File: config.mk
export PLATFORM = sky130hd
export DESIGN_NAME = downstream_chan_arbiter_flat
export DESIGN_NICKNAME = d
export VERILOG_FILES = /design/src/rtl/downstream_chan_arbiter_pkg.sv /design/src/rtl/downstream_chan_arbiter_if.sv /design/src/rtl/downstream_rr_pick.sv /design/src/rtl/downstream_chan_arbiter.sv /design/src/flat_wrapper.sv
export SDC_FILE = /design/constraint.sdc
export NUM_CORES = 1
export LEC_CHECK = 0
export ABC_AREA = 1
export BUFFER_PORTS_ARGS = -buffer_cell sky130_fd_sc_hd__buf_2
export CAP_MARGIN = 30
export CORE_MARGIN = 5
export CORE_UTILIZATION = 30
export DETAILED_ROUTE_END_ITERATION = 10
export PLACE_DENSITY = 0.61
export SLEW_MARGIN = 25
export SYNTH_ARGS = -nofsm -noshare
export SYNTH_HDL_FRONTEND = slang
export SYNTH_HIERARCHICAL = 1
export SYNTH_SLANG_ARGS = --single-unit
File: constraint.sdc
create_clock -name clk -period 3.4 [get_ports clk]
set_clock_uncertainty 0.15 [all_clocks]
set_input_delay 0.51 -clock clk [delete_from_list [all_inputs] [get_ports clk]]
set_output_delay 0.51 -clock clk [all_outputs]
set_load 0.05 [all_outputs]
File: src/rtl/downstream_chan_arbiter_pkg.sv
// Shared types and defaults for the downstream channel arbiter and its picker.
package downstream_pkg;

    localparam int NUM_CH_DEF      = 4;
    localparam int DATA_W_DEF      = 32;
    localparam int TOKEN_BATCH_DEF = 4;

    // Channel-index width; a single channel still needs one bit to carry an index.
    function automatic int ch_width(input int n);
        return (n < 2) ? 1 : $clog2(n);
    endfunction

    localparam int CH_W_DEF = ch_width(NUM_CH_DEF);

    typedef logic [CH_W_DEF-1:0] ch_idx_t;

    // The output slot either holds a word for the core or it does not.
    typedef enum logic {
        EMPTY = 1'b0,
        FULL  = 1'b1
    } slot_state_e;

endpackage

File: src/rtl/downstream_chan_arbiter_if.sv
// Channel-side and core-side signals of the arbiter bundled as one interface.
// master: the arbiter itself; slave: the surrounding channels and core consumer.
interface downstream_chan_arbiter_if
    import downstream_pkg::*;
#(
    parameter int NUM_CH = NUM_CH_DEF,
    parameter int DATA_W = DATA_W_DEF,
    parameter int CH_W   = ch_width(NUM_CH)
);

    logic [NUM_CH-1:0]        ch_valid_i;
    logic [NUM_CH*DATA_W-1:0] ch_data_i;
    logic [NUM_CH-1:0]        ch_mask_i;
    logic [NUM_CH-1:0]        ch_ready_o;
    logic                     core_valid_o;
    logic [DATA_W-1:0]        core_data_o;
    logic [CH_W-1:0]          core_ch_o;
    logic                     core_ready_i;
    logic [NUM_CH-1:0]        token_o;

    modport master (
        input  ch_valid_i,
        input  ch_data_i,
        input  ch_mask_i,
        input  core_ready_i,
        output ch_ready_o,
        output core_valid_o,
        output core_data_o,
        output core_ch_o,
        output token_o
    );

    modport slave (
        output ch_valid_i,
        output ch_data_i,
        output ch_mask_i,
        output core_ready_i,
        input  ch_ready_o,
        input  core_valid_o,
        input  core_data_o,
        input  core_ch_o,
        input  token_o
    );

endinterface

File: src/rtl/downstream_rr_pick.sv
// Combinational rotating-priority picker: the first eligible requester at or
// above rr_ptr_i (wrapping past the top) wins. Shared with the upstream scheduler.
module downstream_rr_pick
    import downstream_pkg::*;
#(
    parameter int NUM_CH = NUM_CH_DEF,
    parameter int CH_W   = ch_width(NUM_CH)
) (
    input  logic [NUM_CH-1:0] eligible_i,
    input  logic [CH_W-1:0]   rr_ptr_i,
    output logic [NUM_CH-1:0] grant_o,
    output logic [CH_W-1:0]   grant_idx_o,
    output logic              any_grant_o
);

    // One extra bit so the pointer-plus-offset sum cannot overflow before the wrap.
    logic [CH_W:0] cand;

    // Walk the channels in priority order starting at the pointer; the first hit sticks.
    always_comb begin
        grant_o     = '0;
        grant_idx_o = '0;
        any_grant_o = 1'b0;
        cand        = '0;
        for (int i = 0; i < NUM_CH; i++) begin
            cand = {1'b0, rr_ptr_i} + (CH_W+1)'(i);
            if (cand >= (CH_W+1)'(NUM_CH)) begin
                cand = cand - (CH_W+1)'(NUM_CH);
            end
            if (!any_grant_o && eligible_i[cand[CH_W-1:0]]) begin
                any_grant_o               = 1'b1;
                grant_idx_o               = cand[CH_W-1:0];
                grant_o[cand[CH_W-1:0]]   = 1'b1;
            end
        end
    end

endmodule

File: src/rtl/downstream_chan_arbiter.sv
// Round-robin arbiter sharing one registered core-side slot between NUM_CH
// downstream channels, with per-channel credit tokens counted at core drain.
module downstream_chan_arbiter
    import downstream_pkg::*;
#(
    parameter int NUM_CH      = NUM_CH_DEF,
    parameter int DATA_W      = DATA_W_DEF,
    parameter int TOKEN_BATCH = TOKEN_BATCH_DEF
) (
    input  logic                       clk,
    input  logic                       rst,
    downstream_chan_arbiter_if.master  bus
);

    localparam int CH_W  = ch_width(NUM_CH);
    localparam int CNT_W = $clog2(TOKEN_BATCH) + 1;
    localparam logic [CNT_W-1:0] CNT_LAST = CNT_W'(TOKEN_BATCH - 1);
    localparam logic [CH_W-1:0]  CH_LAST  = CH_W'(NUM_CH - 1);

    slot_state_e       state_q, state_d;
    logic [DATA_W-1:0] data_q, data_d;
    logic [CH_W-1:0]   ch_q, ch_d;
    logic [CH_W-1:0]   rr_ptr_q, rr_ptr_d;
    logic [NUM_CH-1:0] token_q, token_d;
    logic [CNT_W-1:0]  cnt_q [NUM_CH];
    logic [CNT_W-1:0]  cnt_d [NUM_CH];

    logic [NUM_CH-1:0] eligible;
    logic [NUM_CH-1:0] pick_grant;
    logic [CH_W-1:0]   pick_idx;
    logic              pick_any;
    logic              slot_valid;
    logic              slot_free;
    logic              drain;
    logic              accept;

    assign eligible   = bus.ch_valid_i & bus.ch_mask_i;
    assign slot_valid = (state_q == FULL);
    assign slot_free  = !slot_valid | bus.core_ready_i;
    assign drain      = slot_valid & bus.core_ready_i;
    // Reset gating keeps the accept strobe quiet while rst is held, so no
    // channel believes a word was taken during reset.
    assign accept     = slot_free & pick_any & !rst;

    downstream_rr_pick #(
        .NUM_CH (NUM_CH),
        .CH_W   (CH_W)
    ) u_pick (
        .eligible_i  (eligible),
        .rr_ptr_i    (rr_ptr_q),
        .grant_o     (pick_grant),
        .grant_idx_o (pick_idx),
        .any_grant_o (pick_any)
    );

    // Slot state register.
    always_ff @(posedge clk or posedge rst) begin
        if (rst) begin
            state_q <= EMPTY;
        end else begin
            state_q <= state_d;
        end
    end

    // Slot next state: fills on accept, empties only when drained with no refill.
    always_comb begin
        state_d = state_q;
        case (state_q)
            EMPTY:   state_d = accept ? FULL : EMPTY;
            FULL:    state_d = (drain && !accept) ? EMPTY : FULL;
            default: state_d = EMPTY;
        endcase
    end

    // Outputs: slot contents, tokens, and the one-hot accept strobe to the channels.
    always_comb begin
        bus.core_valid_o = slot_valid;
        bus.core_data_o  = data_q;
        bus.core_ch_o    = ch_q;
        bus.token_o      = token_q;
        bus.ch_ready_o   = accept ? pick_grant : '0;
    end

    // Slot payload and pointer: load the granted word and advance past the winner.
    always_comb begin
        data_d   = data_q;
        ch_d     = ch_q;
        rr_ptr_d = rr_ptr_q;
        if (accept) begin
            data_d   = bus.ch_data_i[int'(pick_idx)*DATA_W +: DATA_W];
            ch_d     = pick_idx;
            rr_ptr_d = (pick_idx == CH_LAST) ? '0 : pick_idx + 1'b1;
        end
    end

    // Credit counters advance when the core actually takes a word, not at grant.
    always_comb begin
        token_d = token_q;
        for (int k = 0; k < NUM_CH; k++) begin
            cnt_d[k] = cnt_q[k];
            if (drain && (ch_q == CH_W'(k))) begin
                if (cnt_q[k] == CNT_LAST) begin
                    cnt_d[k]   = '0;
                    token_d[k] = ~token_q[k];
                end else begin
                    cnt_d[k] = cnt_q[k] + 1'b1;
                end
            end
        end
    end

    // Datapath registers; reset discards any word held in the slot.
    always_ff @(posedge clk or posedge rst) begin
        if (rst) begin
            data_q   <= '0;
            ch_q     <= '0;
            rr_ptr_q <= '0;
            token_q  <= '0;
            for (int k = 0; k < NUM_CH; k++) begin
                cnt_q[k] <= '0;
            end
        end else begin
            data_q   <= data_d;
            ch_q     <= ch_d;
            rr_ptr_q <= rr_ptr_d;
            token_q  <= token_d;
            for (int k = 0; k < NUM_CH; k++) begin
                cnt_q[k] <= cnt_d[k];
            end
        end
    end

endmodule

File: src/flat_wrapper.sv
// flat-port wrapper written by rule: the top's interface ports become plain ports
module downstream_chan_arbiter_flat import downstream_pkg::*;
#(
    parameter int NUM_CH      = NUM_CH_DEF,
    parameter int DATA_W      = DATA_W_DEF,
    parameter int TOKEN_BATCH = TOKEN_BATCH_DEF
)
  (clk, rst, bus_ch_valid_i, bus_ch_data_i, bus_ch_mask_i, bus_core_ready_i, bus_ch_ready_o, bus_core_valid_o, bus_core_data_o, bus_core_ch_o, bus_token_o);
  downstream_chan_arbiter_if #(.NUM_CH(NUM_CH), .DATA_W(DATA_W)) bus_i ();
  input  logic clk;
  input  logic rst;
  input wire logic [$bits(bus_i.ch_valid_i)-1:0] bus_ch_valid_i;
  input wire logic [$bits(bus_i.ch_data_i)-1:0] bus_ch_data_i;
  input wire logic [$bits(bus_i.ch_mask_i)-1:0] bus_ch_mask_i;
  input wire logic [$bits(bus_i.core_ready_i)-1:0] bus_core_ready_i;
  output wire logic [$bits(bus_i.ch_ready_o)-1:0] bus_ch_ready_o;
  output wire logic [$bits(bus_i.core_valid_o)-1:0] bus_core_valid_o;
  output wire logic [$bits(bus_i.core_data_o)-1:0] bus_core_data_o;
  output wire logic [$bits(bus_i.core_ch_o)-1:0] bus_core_ch_o;
  output wire logic [$bits(bus_i.token_o)-1:0] bus_token_o;
  assign bus_i.ch_valid_i = bus_ch_valid_i;
  assign bus_i.ch_data_i = bus_ch_data_i;
  assign bus_i.ch_mask_i = bus_ch_mask_i;
  assign bus_i.core_ready_i = bus_core_ready_i;
  assign bus_ch_ready_o = bus_i.ch_ready_o;
  assign bus_core_valid_o = bus_i.core_valid_o;
  assign bus_core_data_o = bus_i.core_data_o;
  assign bus_core_ch_o = bus_i.core_ch_o;
  assign bus_token_o = bus_i.token_o;
  downstream_chan_arbiter #(.NUM_CH(NUM_CH), .DATA_W(DATA_W), .TOKEN_BATCH(TOKEN_BATCH)) u_core (.clk(clk), .rst(rst), .bus(bus_i));
endmodule
======== Word level (Yosys, flattened, before mapping) ========
Index checks and enable logic that the tools add are counted.
storage, ports and cells
  bits in latches ......................... 0
  bits in registers ....................... 53
  memory bits (writable) .................. 0
  word-level logic and storage cells ...... 122
  ROM bits ................................ 0
  output and inout port bits .............. 43
  memories kept ........................... 0
operators by class
  reduce and logical (&&, ||, !) cells .... 23
  equal/unequal tests ..................... 8
  shifts and indexed selects .............. 1
  divide/modulo/power cells ............... 0
  add/subtract/negate cells ............... 12
  magnitude comparators ................... 12
  mux-type cells .......................... 41
  bitwise gates (word level) .............. 13
  multiply operators ...................... 0
operators with widths
  operator                                             count
  variable part select 128 x 8 -> 32 bit               1
  two-way mux 4 bit                                    5
  two-way mux 2 bit                                    9
  two-way mux 1 bit                                    14
  adder 3 x 1 -> 3 bit, second input constant          4
  == test 3 x 2 -> 1 bit, second input constant        4
  logical AND 1 bit                                    12
  < comparator 2 x 3 -> 1 bit, second input constant   4
  two-way mux 3 bit                                    4
  bitwise OR 4 bit                                     3
  >= comparator 3 bit, second input constant           3
  binary-select mux 1 bit (select 2 bit)               4
  demux 1 bit (select 2 bit)                           4
  >= comparator 2 x 1 -> 1 bit, second input constant  4
  AND reduction 2 bit                                  4
  subtractor 2 x 1 -> 2 bit, second input constant     4
  adder 2 x 2 -> 3 bit, second input constant          2
  == test 2 bit, second input constant                 3
  zero test 1 bit                                      6
  inverter 1 bit                                       5
  bitwise AND 4 bit                                    1
  adder 2 x 1 -> 3 bit, second input constant          1
  bitwise AND 1 bit                                    3
  >= comparator 2 x 3 -> 1 bit, second input constant  1
  other kinds (5)                                      5

======== Logic depth before layout (Yosys ltp) ========
  word-level depth ........................ 20
  mapped depth ............................ 18

======== By module ========
The synthesis kept the hierarchy.
modules (own cells, without submodules)
  module                   cells an instance  area an instance (µm²)  instances
  downstream_chan_arbiter  637                3806.2                  1
  downstream_rr_pick       74                 440.4                   1

======== Least setup slack after synthesis ========
No wires, ideal clock.
  kind .................................... in2out
  start point ............................. input port rst
  end point ............................... output port bus_ch_ready_o[0]
  data arrival time ....................... 2757 ps
  data required time ...................... 2740 ps
  buffers on the path ..................... 1
  stages on the path ...................... 4
  setup slack ............................. -17 ps
  path through ............................ inv_1 nand3_4 buf_2 nor2_1
on the way
  cells in the longest elaborated chain, start to end .. 3
RTL lines
  what               RTL line                       source
  from (decl)        flat_wrapper.sv:11             input logic rst;
  zero test 1 bit    downstream_chan_arbiter.sv:43  assign accept = slot_free & pick_any & !rst;
  bitwise AND 1 bit  downstream_chan_arbiter.sv:43
  two-way mux 4 bit  downstream_chan_arbiter.sv:81  bus.ch_ready_o = accept ? pick_grant : '0;
  to (decl)          flat_wrapper.sv:16             output wire logic [$bits(bus_i.ch_ready_o)-1:0] bus_ch_ready_o;
No other way between the ends.

======== Final worst setup path ========
  start point ............................. register u_core.rr_ptr_q[1]
  end point ............................... output port bus_ch_ready_o[3]
on the way
  cells in the longest elaborated chain, start to end .. 17
  elaborated cells on any way between the ends .. 63
  classes of those cells .................. add/sub (7); order compare (12); mux (29); bitwise (5); reduce/logical (10)
RTL lines
  what                                                                           RTL line                        source
  from (decl)                                                                    downstream_chan_arbiter.sv:23   logic [CH_W-1:0] rr_ptr_q, rr_ptr_d;
  from (signal assigned)                                                         downstream_chan_arbiter.sv:125  rr_ptr_q <= rr_ptr_d;
  parallel branches: the longest is 13 deep, another holds adder 2 x 1 -> 3 bit  -
  two-way mux 1 bit (*)                                                          downstream_rr_pick.sv:30        if (!any_grant_o && eligible_i[cand[CH_W-1:0]]) begin
  named net u_core.pick_any                                                      downstream_chan_arbiter.sv:31   logic pick_any;
  bitwise AND 1 bit (*) (2 in series)                                            downstream_chan_arbiter.sv:43
  two-way mux 4 bit (*)                                                          downstream_chan_arbiter.sv:81
Mark *: on every way through the listed nets, which the timed path passes. The select of a mux whose other input is x is not followed.

==> results.cfg <==
[yosys]
yosys.area_share.adder_pct = 2.95
synth_seq_area_share_pct = 31.2
synthesized_area_fraction_occupied_by_ao_oa_aoi_and_oai_cells_pct = 2.77
post_synth_and_or_nand_nor_area_fraction_pct = 44.5
mapped_cell_area_um2 = 4250
yosys_warnings = 6
synthMostInstantiatedCell = sky130_fd_sc_hd__nand2_1
netlist.area_leader.share_pct = 31.2
async_reset_ff_share_pct = 100
postSynthAreaPerCell_um2 = 5.97
synthesis.instances = 711
ys.flop_type = sky130_fd_sc_hd__dfrtp_1
synth_seq_cells = 53
synth_common_cells = sky130_fd_sc_hd__nand2_1 (314), sky130_fd_sc_hd__inv_1 (156), sky130_fd_sc_hd__nand3_1 (82), sky130_fd_sc_hd__dfrtp_1 (53), sky130_fd_sc_hd__buf_2 (13)
post_synth_num_cell_types = 23
synth-edff-count = 0
synth_top_cell_by_area = sky130_fd_sc_hd__dfrtp_1
mappedNetlistNets = 860
main_combinational_cell_family_by_area_after_synthesis = simple AND/OR/NAND/NOR gates
synth_xor_xnor_area_share_pct = 0
post_synth_main_area_contributors = sky130_fd_sc_hd__dfrtp_1 (31%), sky130_fd_sc_hd__nand2_1 (28%), sky130_fd_sc_hd__inv_1 (14%)
synth.area.mux_share_pct = 0

[drt]
first_iter_violations = 147
vias = 4596
drt_wl_total_um = 13100
router_iterations_before_antenna_repair = 4
vias_per_cell = 4.33
antenna_left = 0
route.detailed.wl_per_inst_um = 12.4
drt_drc_violations_left = 0

[floorplanning]
die_y_um = 129
io-pin-count = 182
floorplan.die_area_um2 = 16600
fp-row-count = 43
floorplan.die.width_um = 129
start_util_pct = 30.6
core_area_um2 = 13900

[worst_setup_path]
cp_max_fo = 17
cp_slowest_stage_delay_ps = 500
critPathBufInv = 3
crit_path_cell_trace = inv_1 -> ha_1 -> inv_1 -> nand2_1 -> nand2_2 -> nor2_4 -> nand4_1 -> nand3_4 -> nor2_1 -> buf_2
critPathArrivalTime_ps = 2570
cp_common_cell = sky130_fd_sc_hd__inv_1
top_delay_family_on_crit_path = simple AND/OR/NAND/NOR gates
timing_worst_setup_path_type = flip-flop to primary output
critical_path_required_ps = 2740
worstSetupStartpointType = flip-flop
critical_path.slowest_cell = sky130_fd_sc_hd__dfrtp_1
crit_path_end_kind = primary output

[clock_tree]
clock_tree.buffer_depth = 2
cts-buffers-inserted = 5
tritoncts = built
clk_latency_ps = 290
clock_sinks = 53
clkTransAtPathRegs_ps = 80
root_buffer_cell = sky130_fd_sc_hd__clkbuf_16
post-cts-setup-buffer-count = 0
cts_htree_levels = 2

[sta]
tightestPinTransition_ps = 704
max_slew_violation_count = 0
crit_share_post_route_pct = 95.0
clock.fmax_ghz = 0.310
finalSetupTns_ps = 0
relSlewSlack_pct = 53.0
setup_viol_count_final = 0
timing_hold_violations_final = 0
final.min_clock_period_ps = 3230
rsz0062_at_grt = no

[cells_and_area]
stdcell_count = 1062
fillCellCount = 1556
synthToLayoutAreaGrowth_pct = 28.9
finalNetCount = 1030
finalCoreUtilization_pct = 39.4
n_diodes = 0
share_of_cells_above_drive_strength_1_pct = 26.3
final_cell_area_um2 = 5480

[placed_design]
placed_cells = 1054
finalWeightedCongestion = 0.910
dp_hpwl_um = 10100
port_buffers = 181
placedInstanceArea_um2 = 5320

[global_route]
grt.total_usage_pct = 15.2
pin_count_of_the_biggest_net_entering_global_routing = 54
grt_first_pass_wirelength_um = 20700
grt_antenna_before_repair = 1
grt_remaining_overflow = 0
grt_pass1_vias = 4335

[pwr]
ir_worst_vdd_v = 0.000839
cellPowerDensity_nw_per_um2 = 1240
leakage_uw = 0.00357

[status]
status = completed

[hold_path]
min-delay-path-class = flip-flop to flip-flop

[flow_run]
drv.max_cap_violation_count = 0
## metal layers
layer	up-vias	track usage, %	part of all wire [%]
met2	145	24.9	46
met4	2	4.82	2.1
li1	2425	-	-
met5	-	0	0.053
met3	18	3.28	6.6
met1	2006	20.0	45
## final cells by class
class                           count  area, um^2  area share [%]
Multi-Input combinational cell    466        2140            39.1
Inverter                          163         616            11.2
Clock buffer                        5         125            2.29
Timing Repair Buffer              192        1010            18.5
Tap cell                          180         225            4.11
Clock inverter                      3        25.0           0.457
Sequential cell                    53        1330            24.2
## logic make-up (layout without fill, tap and decap cells)
| logic type | after synthesis | after routing |
|---|---|---|
| AOI/OAI and AO/OA | 20 | 20 |
| DFF | 53 | 53 |
| adders and majority gates | 10 | 10 |
| buffers and inverters | 192 | 363 |
| and+or+nand+nor | 436 | 436 |
## registers in the layout, indices dropped and copies added (netlist names)
signal                   cells
u_core/bus.core_ch_o         2
u_core/bus.core_data_o      32
u_core/bus.token_o           4
u_core/rr_ptr_q              2
u_core/cnt_q                12
u_core/bus.core_valid_o      1
## report_power, final
part | internal, uW | switching, uW | leakage, uW | total (uW)
Clock | 279 | 248 | 0.0000708 | 527
Sequential | 927 | 212 | 0.000662 | 1140
Combinational | 1570 | 3570 | 0.00284 | 5140
## per-stage QoR
| step | hold slack, ps | power (uW) | setup WS (ps) |
|---|---|---|---|
| after floorplan | 295 | 5170 | 285 |
| after CTS | 330 | 6880 | 137 |
| after global routing | 353 | 7490 | 5.67 |
| final | 327 | 6810 | 170 |
| after detailed placement | 310 | 6320 | 434 |
| after global placement | 307 | 6320 | 461 |
## timing repair
action                                  4_1_cts  5_1_grt
hold buffers                                  0        0
endpoints found under the setup margin        0        4
gates resized for setup                       0        2
## path summary, 6_finish.rpt
path                                            start                    endpoint  slack (ps)  cells after the start
max                                u_core/rr_ptr_q[1]           bus_ch_ready_o[3]         170                     10
min                        u_core/bus.core_data_o[29]  u_core/bus.core_data_o[29]         330                      2
max reg2reg                        u_core/rr_ptr_q[1]  u_core/bus.core_data_o[23]         490                     14
min reg2reg                u_core/bus.core_data_o[29]  u_core/bus.core_data_o[29]         330                      2
max in group asynchronous                         rst          u_core/rr_ptr_q[0]        2250                      3
min in group asynchronous                         rst  u_core/bus.core_data_o[14]         360                      3
## tightest hold or removal path, cell delays in order, from the launching register on
cell and delay, ps:
sky130_fd_sc_hd__dfrtp_1 340, sky130_fd_sc_hd__nand2_1 50, sky130_fd_sc_hd__nand2_1 60
## cell usage in the layout, fill, tap and decap left out
cell,Yosys,layout
sky130_fd_sc_hd__a21boi_0,7,7
sky130_fd_sc_hd__a21oi_1,8,8
sky130_fd_sc_hd__buf_12,0,2
sky130_fd_sc_hd__buf_2,13,181
sky130_fd_sc_hd__buf_4,10,9
sky130_fd_sc_hd__clkbuf_16,0,5
sky130_fd_sc_hd__clkinvlp_4,0,2
sky130_fd_sc_hd__dfrtp_1,53,52
sky130_fd_sc_hd__dfrtp_2,0,1
sky130_fd_sc_hd__ha_1,10,10
sky130_fd_sc_hd__inv_1,156,155
sky130_fd_sc_hd__inv_2,7,7
sky130_fd_sc_hd__inv_6,0,2
sky130_fd_sc_hd__nand2_1,314,314
sky130_fd_sc_hd__nand2_2,9,9
sky130_fd_sc_hd__nand2_4,1,1
sky130_fd_sc_hd__nand3_1,82,80
sky130_fd_sc_hd__nand3_2,2,4
sky130_fd_sc_hd__nand3_4,2,2
sky130_fd_sc_hd__nand3b_1,1,1
sky130_fd_sc_hd__nand4_1,8,8
sky130_fd_sc_hd__nor2_1,11,10
sky130_fd_sc_hd__nor2_2,0,1
sky130_fd_sc_hd__nor2_4,2,2
sky130_fd_sc_hd__nor3_4,3,3
sky130_fd_sc_hd__o21ai_0,5,5
sky130_fd_sc_hd__or2_2,1,1
No activity file was read; power rests on OpenSTA's default activity.
